File: config.mk
export PLATFORM = sky130hd
export DESIGN_NAME = wb_commit_unit
export DESIGN_NICKNAME = d
export VERILOG_FILES = /design/src/rtl/wb_commit_unit_pkg.sv /design/src/rtl/wb_commit_unit_load_ext.sv /design/src/rtl/wb_commit_unit.sv
export SDC_FILE = /design/constraint.sdc
export NUM_CORES = 1
export LEC_CHECK = 0
export BUFFER_PORTS_ARGS = -buffer_cell sky130_fd_sc_hd__buf_2
export CAP_MARGIN = 40
export CORE_ASPECT_RATIO = 0.7
export CORE_MARGIN = 4
export CORE_UTILIZATION = 54
export CTS_CLUSTER_SIZE = 28
export DETAILED_ROUTE_END_ITERATION = 10
export GPL_ROUTABILITY_DRIVEN = 0
export PLACE_DENSITY = 0.86
export SLEW_MARGIN = 20
export SYNTH_ARGS = -nofsm -noshare
export SYNTH_HDL_FRONTEND = slang
export SYNTH_SLANG_ARGS = --single-unit
File: constraint.sdc
create_clock -name clk -period 17.1 [get_ports clk]
set_input_delay 4.275 -clock clk [delete_from_list [all_inputs] [get_ports clk]]
set_output_delay 4.275 -clock clk [all_outputs]
set_load 0.1 [all_outputs]
File: src/rtl/wb_commit_unit_pkg.sv
// Shared encodings and default widths for the write-back commit unit.
package wb_commit_unit_pkg;

    localparam int DW_DEF    = 32;
    localparam int AW_DEF    = 5;
    localparam int CNT_W_DEF = 32;

    localparam int PC8_OFFSET = 8;

    typedef enum logic [2:0] {
        LD_W  = 3'd0,
        LD_H  = 3'd1,
        LD_HU = 3'd2,
        LD_B  = 3'd3,
        LD_BU = 3'd4
    } ld_type_e;

    typedef enum logic [1:0] {
        SEL_ALU  = 2'd0,
        SEL_LOAD = 2'd1,
        SEL_PC8  = 2'd2,
        SEL_RSVD = 2'd3
    } res_sel_e;

endpackage

File: src/rtl/wb_commit_unit_load_ext.sv
// Load lane selection and sign/zero extension for little-endian byte lanes.
module load_extender
    import wb_commit_unit_pkg::*;
#(
    parameter int DW = DW_DEF
) (
    input  logic [DW-1:0] raw_i,
    input  logic [1:0]    addr_lo_i,
    input  logic [2:0]    ldtype_i,
    output logic [DW-1:0] data_o
);

    logic [15:0] half_v;
    logic [7:0]  byte_v;

    always_comb begin
        // Halfword loads ignore addr_lo[0]; misalignment is handled upstream.
        half_v = addr_lo_i[1] ? raw_i[31:16] : raw_i[15:0];
        byte_v = raw_i[{addr_lo_i, 3'b000} +: 8];
        data_o = raw_i;
        case (ldtype_i)
            LD_H:    data_o = {{(DW-16){half_v[15]}}, half_v};
            LD_HU:   data_o = {{(DW-16){1'b0}}, half_v};
            LD_B:    data_o = {{(DW-8){byte_v[7]}}, byte_v};
            LD_BU:   data_o = {{(DW-8){1'b0}}, byte_v};
            default: data_o = raw_i;
        endcase
    end

endmodule

File: src/rtl/wb_commit_unit.sv
// Write-back stage: M->W register, result mux, and a 1-deep MDU pending buffer.
// Optional COMMIT_TRACE_EN prints each RF write and the committed instruction word in binary.
module wb_commit_unit
    import wb_commit_unit_pkg::*;
#(
    parameter int DW    = DW_DEF,
    parameter int AW    = AW_DEF,
    parameter int CNT_W = CNT_W_DEF
) (
    input  logic             clk,
    input  logic             reset,
    input  logic             m_valid,
    input  logic [AW-1:0]    m_dst,
    input  logic [1:0]       m_sel,
    input  logic [2:0]       m_ldtype,
    input  logic [1:0]       m_addr_lo,
    input  logic [DW-1:0]    m_alu,
    input  logic [DW-1:0]    m_mem,
    input  logic [DW-1:0]    m_pc,
    input  logic [DW-1:0]    m_instr,
    input  logic             mdu_valid,
    output logic             mdu_ready,
    input  logic [AW-1:0]    mdu_dst,
    input  logic [DW-1:0]    mdu_data,
    input  logic [DW-1:0]    mdu_pc,
    output logic             rf_wr,
    output logic [AW-1:0]    rf_a3,
    output logic [DW-1:0]    rf_wd,
    output logic [DW-1:0]    rf_pc,
    output logic [DW-1:0]    rf_instr,
    output logic             pend_valid,
    output logic [AW-1:0]    pend_dst,
    output logic [CNT_W-1:0] retired
);

    typedef struct packed {
        logic          valid;
        logic [AW-1:0] dst;
        logic [1:0]    sel;
        logic [2:0]    ldtype;
        logic [1:0]    addr_lo;
        logic [DW-1:0] alu;
        logic [DW-1:0] mem;
        logic [DW-1:0] pc;
        logic [DW-1:0] instr;
    } w_reg_t;

    w_reg_t w_q, w_d;

    logic             pend_valid_q, pend_valid_d;
    logic [AW-1:0]    pend_dst_q, pend_dst_d;
    logic [DW-1:0]    pend_data_q, pend_data_d;
    logic [DW-1:0]    pend_pc_q, pend_pc_d;
    logic [CNT_W-1:0] retired_q, retired_d;

    logic [DW-1:0]    load_data;
    logic [DW-1:0]    w_result;
    logic             wp;

    always_comb begin
        w_d         = '0;
        w_d.valid   = m_valid;
        w_d.dst     = m_dst;
        w_d.sel     = m_sel;
        w_d.ldtype  = m_ldtype;
        w_d.addr_lo = m_addr_lo;
        w_d.alu     = m_alu;
        w_d.mem     = m_mem;
        w_d.pc      = m_pc;
        w_d.instr   = m_instr;
    end

    load_extender #(.DW(DW)) u_load_ext (
        .raw_i     (w_q.mem),
        .addr_lo_i (w_q.addr_lo),
        .ldtype_i  (w_q.ldtype),
        .data_o    (load_data)
    );

    always_comb begin
        w_result = w_q.alu;
        case (w_q.sel)
            SEL_LOAD: w_result = load_data;
            SEL_PC8:  w_result = w_q.pc + DW'(PC8_OFFSET);
            default:  w_result = w_q.alu;
        endcase
    end

    assign wp = w_q.valid && (w_q.dst != '0);

    // The pipeline owns the write port; the pending MDU result only uses bubbles.
    always_comb begin
        rf_wr    = 1'b0;
        rf_a3    = '0;
        rf_wd    = '0;
        rf_pc    = '0;
        rf_instr = '0;
        if (wp) begin
            rf_wr    = 1'b1;
            rf_a3    = w_q.dst;
            rf_wd    = w_result;
            rf_pc    = w_q.pc;
            rf_instr = w_q.instr;
        end else if (pend_valid_q && (pend_dst_q != '0)) begin
            rf_wr    = 1'b1;
            rf_a3    = pend_dst_q;
            rf_wd    = pend_data_q;
            rf_pc    = pend_pc_q;
        end
    end

    // MDU handshake: a transfer happens on any edge where mdu_valid && mdu_ready;
    // the offerer holds dst/data/pc stable until then. Ready is low while full.
    assign mdu_ready = !pend_valid_q;

    always_comb begin
        pend_valid_d = pend_valid_q;
        pend_dst_d   = pend_dst_q;
        pend_data_d  = pend_data_q;
        pend_pc_d    = pend_pc_q;
        if (pend_valid_q) begin
            // Drains in a bubble, or is overwritten by a younger pipeline write (WAW).
            if (!wp || (w_q.dst == pend_dst_q)) begin
                pend_valid_d = 1'b0;
            end
        end else if (mdu_valid) begin
            pend_valid_d = 1'b1;
            pend_dst_d   = mdu_dst;
            pend_data_d  = mdu_data;
            pend_pc_d    = mdu_pc;
        end
    end

    assign retired_d = retired_q + (rf_wr ? CNT_W'(1) : CNT_W'(0));

    always_ff @(posedge clk or posedge reset) begin
        if (reset) begin
            w_q          <= '0;
            pend_valid_q <= 1'b0;
            pend_dst_q   <= '0;
            pend_data_q  <= '0;
            pend_pc_q    <= '0;
            retired_q    <= '0;
        end else begin
            w_q          <= w_d;
            pend_valid_q <= pend_valid_d;
            pend_dst_q   <= pend_dst_d;
            pend_data_q  <= pend_data_d;
            pend_pc_q    <= pend_pc_d;
            retired_q    <= retired_d;
        end
    end

    assign pend_valid = pend_valid_q;
    assign pend_dst   = pend_dst_q;
    assign retired    = retired_q;

`ifdef COMMIT_TRACE_EN
    always @(posedge clk) begin
        if (rf_wr) begin
            $display("%0t@%08h: $%0d <= %08h", $time, rf_pc, rf_a3, rf_wd);
            $display("%b", rf_instr);
        end
    end
`endif

endmodule
## Word-level counts from Yosys, hierarchy flattened

Index checks and enable logic that the tools add are counted.

- Bits in registers: 243
- Output and inout port bits: 141

- $add $sub $neg: 2
- Equal/unequal tests: 7
- Shift-type cells: 1
- Mux-type cells: 16
- Bitwise logic cells: 1
- Reductions and logical operators: 8

Operators by type and width:

| operator | count |
|---|---|
| 2-to-1 mux 32 bit | 5 |
| case mux 32 bit (4 select lines) | 1 |
| case mux 32 bit (2 select lines) | 1 |
| adder 32 x 1 -> 32 bit | 1 |
| adder 32 x 4 -> 32 bit, second input constant | 1 |
| variable part select 32 x 6 -> 8 bit | 1 |
| 2-to-1 mux 16 bit | 1 |
| 2-to-1 mux 5 bit | 2 |
| nonzero test 5 bit | 2 |
| equality test 3 x 2 -> 1 bit, second input constant | 2 |
| 2-to-1 mux 1 bit | 6 |
| equality test 5 bit | 1 |
| equality test 3 x 1 -> 1 bit, second input constant | 1 |
| equality test 3 bit, second input constant | 1 |
| equality test 2 x 1 -> 1 bit, second input constant | 1 |
| equality test 2 bit, second input constant | 1 |
| logical AND 1 bit | 2 |
| logical NOT 1 bit | 2 |
| AND reduction 2 bit | 1 |
| logical OR 1 bit | 1 |
| inverter 1 bit | 1 |

## Longest topological paths before layout

- Depth in word-level cells: 6
- Gate-level depth with buffers: 11
- Depth with buffers taken out: 9

## Modules after synthesis

A second synthesis with hierarchy kept.

- Cells, all modules: 900
- Area total of the unflattened synthesis: 10682.7 um2

Modules (own cells, without submodules):

| module | instances | cells an instance | area an instance (um2) | seq. area each (um2) |
|---|---|---|---|---|
| wb_commit_unit | 1 | 779 | 9820.7 | 6080.8 |
| load_extender | 1 | 121 | 862.1 | 0.0 |

## Worst setup path before layout

No wires, ideal clock.

- Kind: register -> output
- Start point: register pend_valid_q (netlist: pend_valid)
- End point: output port rf_wd[17]
- Data arrival time: 4168 ps
- Required time: 12825 ps
- Slack: 8657 ps
- Stages on the path, launching flop included: 9
- Buffers on the path: 3
- Cells stage by stage: dfrtp_1 > clkbuf_1 > inv_1 > a21oi_1 > and2_1 > buf_2 > buf_2 > a21oi_1 > a31oi_1

- Cells in the longest elaborated chain, start to end: 3

Ends and longest elaborated chain:

| what | line | text |
|---|---|---|
| start: declaration | wb_commit_unit.sv:50 | `logic pend_valid_q, pend_valid_d;` |
| start signal: assignment | wb_commit_unit.sv:146 | `pend_valid_q <= pend_valid_d;` |
| logical AND 1 bit | wb_commit_unit.sv:104 | `end else if (pend_valid_q && (pend_dst_q != '0)) begin` |
| 2-to-1 mux 32 bit | wb_commit_unit.sv:104 |  |
| 2-to-1 mux 32 bit | wb_commit_unit.sv:98 | `if (wp) begin` |
| end: declaration | wb_commit_unit.sv:28 | `output logic [DW-1:0] rf_wd,` |

No other way between the ends.

## Final worst setup path

- Start point: register w_q[136] (netlist name)
- End point: output port rf_wd[28]

- Cells in the longest elaborated chain, start to end: 3

Ends and longest elaborated chain:

| what | line | text |
|---|---|---|
| start: declaration | wb_commit_unit.sv:48 | `w_reg_t w_q, w_d;` |
| start signal: assignment | wb_commit_unit.sv:145 | `w_q <= w_d;` |
| nonzero test 5 bit | wb_commit_unit.sv:89 | `assign wp = w_q.valid && (w_q.dst != '0);` |
| logical AND 1 bit | wb_commit_unit.sv:89 |  |
| 2-to-1 mux 32 bit | wb_commit_unit.sv:98 |  |

No other way between the ends.

==> metrics <==
Worst-path clk slew 0.06 ns; initial antenna violation count 6; FP Rows 42; final worst-path cycle share 46.4%; EDFF count, synth 0; vias in the first global route 8,680; Post-synth ARST share 100%; final core utilization 70.4%; Worst-Margin Slew 0.802 ns; Clk pwr share 28.5%; hold slack 0.474 ns; dominant synthesized flop cell dfrtp_1; CTS root buf clkbuf_16; setup TNS 0 ns; sw frac 40.3%; Skew-Pair Late Insertion Delay 0.53 ns; Resized cells post-CTS 0; Core Region 19,000 um^2; die height 125 um; register area share after synthesis 57.9%; Distinct cells, synth 62; share of the synthesized area in the top cell type 57.9%; CTS Buffer Depth 3; synthesis-to-finish area growth 27.3%; RR Endpoint retired[16]$_DFF_PP0_; Post-DRT Antenna Nets 0; Peak VDD IR 0.000132 V; Worst Path Required 12.82 ns; Net Sw Power 0.721 mW; worst hold path class reg2reg; Slew headroom 46.5%; Worst Hold Launch retired[31]$_DFF_PP0_; Crit Path Max Fanout 58; Initial Util 55.3%; post-CTS setup buffers 0; worst r2r src w_q[136]$_DFF_PP0_; aggregate global routing overflow 0; Syn Nets 1,106; WHS Path Cells 1; Port Buffer Count 353; Final min period 7.93 ns; routed length per placed instance 21.4 um; CTS tree done; leading cell type in the layout, fill and taps excluded buf_2; layout net count 1,444; Die W 175 um; max-cap viol count 0; drt first pass iters 5; CP arrival 3.65 ns; WHS Endpoint retired[31]$_DFF_PP0_; Worst setup SP type flop; Yosys warning count 0; power share of the sequential group 39.2%; final wirelength 32.3 mm; Setup Crit Path Kind reg2out; Avg Cell Area, Syn 11.8 um^2; max incr delay on CP 0.59 ns; status finished clean; cell mode on critical path buf_4; path depth of the worst reg2reg path 10; #FFs+latches synth 243; leakage power 6.33 nW; CTS Buf Count 24; Int Power 1.07 mW; DIE AREA 21,800 um^2; largest net degree at the start of global routing 106; power per cell area 134 nW/um^2; leading post-synthesis cells by cell area dfrtp_1 58%, mux2_2 7.9%, o21ai_0 3.1%; Residual DRC 0; Post-CTS Hold Buffers 0; final setup violation count 0; Iter 0 DRT Violations 637; CP max stage cell or4_1; GRT Util Overall 28.5%; Comb power frac 32.4%; fillcell total 1,384; Post-Syn Area 10,500 um^2; H-tree Lvls 1; pins over their slew limit 0; clk_skew 0.0165 ns; unrepaired setup endpoints after global routing false; Vias 8,781; CTS Sinks 243; commonest cells after routing, fill and taps aside 353 x buf_2, 243 x dfrtp_1, 74 x mux2_2; Max Clk Rate 0.126 GHz; Post-Syn Instances 887; fraction of layout cells with a size suffix above 1 40.2%; DP Wirelength 23.8 mm; reg-to-reg setup timing slack 13.61 ns; Vias/cell 5.82; Cell Chain, Critical Path or4_1, o21ai_2, buf_4, and2_2, buf_4, a21oi_1, a32oi_1, buf_2; CP endpoint kind output port; first-pass GRT wire length 48.8 mm; number of hold violations in the final report 0; post-synth top area cell dfrtp_1; # IOs 354
==> area by class of cell <==
class,count,area (um^2),share of cell area (%)
Multi-Input combinational cell,570,4140,31.0
Inverter,17,71.3,0.534
Tap cell,264,330,2.47
Timing Repair Buffer,369,1960,14.7
Antenna cell,4,10.0,0.0749
Sequential cell,243,6080,45.5
Clock inverter,9,68.8,0.515
Clock buffer,34,698,5.23
==> state kept, by name (all words and copies together) (netlist names) <==
signal	cells
pend_dst	5
pend_data_q	32
pend_pc_q	32
retired	32
w_q	141
pend_valid	1
==> power by group through the flow <==
stage	registers (mW)	clock network [mW]	logic [mW]
6_report	0.700	0.509	0.579
5_1_grt	0.709	0.540	0.603
4_1_cts	0.700	0.517	0.577
3_5_place_dp	0.709	0	0.575
3_3_place_gp	0.705	0	0.563
2_1_floorplan	0.776	0	0.382
==> cells in the mapped netlist (3+ instances only) <==
cell	number
o221ai_1	8
a32oi_1	4
xnor2_1	36
nor2_1	24
and2_1	37
xor2_1	12
a221oi_1	6
nand2_1	57
a22o_1	28
or4_1	6
a221o_1	3
o32ai_1	3
nand3_1	27
a22oi_1	10
nor4_1	7
o21a_1	18
nand2b_1	9
o21ai_0	65
o22ai_1	4
inv_1	17
mux2i_1	12
a21oi_1	13
and4_1	7
o31ai_1	5
nand4_1	8
a32o_1	4
nor3_1	18
dfrtp_1	243
buf_2	11
clkbuf_1	42
a41oi_1	4
ha_1	6
o31a_1	7
mux2_2	74
and3_1	9
buf_1	4
nor2b_1	5
==> worst max-delay path by stage <==
stage	endpoint	slack, ns	depth (start not counted)	startpoint
after detailed placement	rf_wd[28]	9.76	8	w_q[136]$_DFF_PP0_
after CTS	rf_wd[28]	9.18	8	w_q[136]$_DFF_PP0_
after global routing	rf_wd[28]	9.01	8	w_q[136]$_DFF_PP0_
after floorplan	pend_data_q[0]$_DFFE_PP0P_	6.15	1	reset
final	rf_wd[28]	9.17	8	w_q[136]$_DFF_PP0_
after global placement	rf_wd[28]	9.79	8	w_q[136]$_DFF_PP0_
==> critical path: cells and delay by family (launching register included) <==
kind / cells / cell delay [ns]
AND/OR/NAND/NOR: 2 / 0.80
flip-flops: 1 / 0.40
buffers and inverters: 3 / 1.28
AO/OA/AOI/OAI: 3 / 0.61
==> layer usage <==
metal / wire length, um / track usage (%) / up-vias
li1: - / - / 3888
met1: 12700 / 38.2 / 4327
met2: 15500 / 47.3 / 466
met3: 2940 / 6.61 / 94
met4: 1080 / 7.71 / 6
met5: 36 / 0 / -
==> per-stage QoR <==
step	worst slack, ns	std cells	cell area (um^2)	power, mW
floorplan	6.15	887	10500	1.16
global placement	9.79	1455	12500	1.27
detailed placement	9.76	1460	12500	1.28
CTS	9.18	1503	13300	1.79
global route	9.01	1509	13400	1.85
finish	9.17	1510	13400	1.79
==> cells by family (layout without fill, tap and decap cells) <==
group / Yosys count / count (layout) / share of synthesized area (%)
DFF: 243 / 243 / 57.9
and+or+nand+nor: 227 / 227 / 11.6
AOI/OAI and AO/OA: 201 / 201 / 13.6
muxes: 87 / 87 / 9.30
buffers and inverters: 74 / 429 / 2.78
xor gates and xnor gates: 48 / 48 / 4.01
adders and majority gates: 7 / 7 / 0.811
other: 0 / 4 / 0
(Power assumes the default switching activity.)
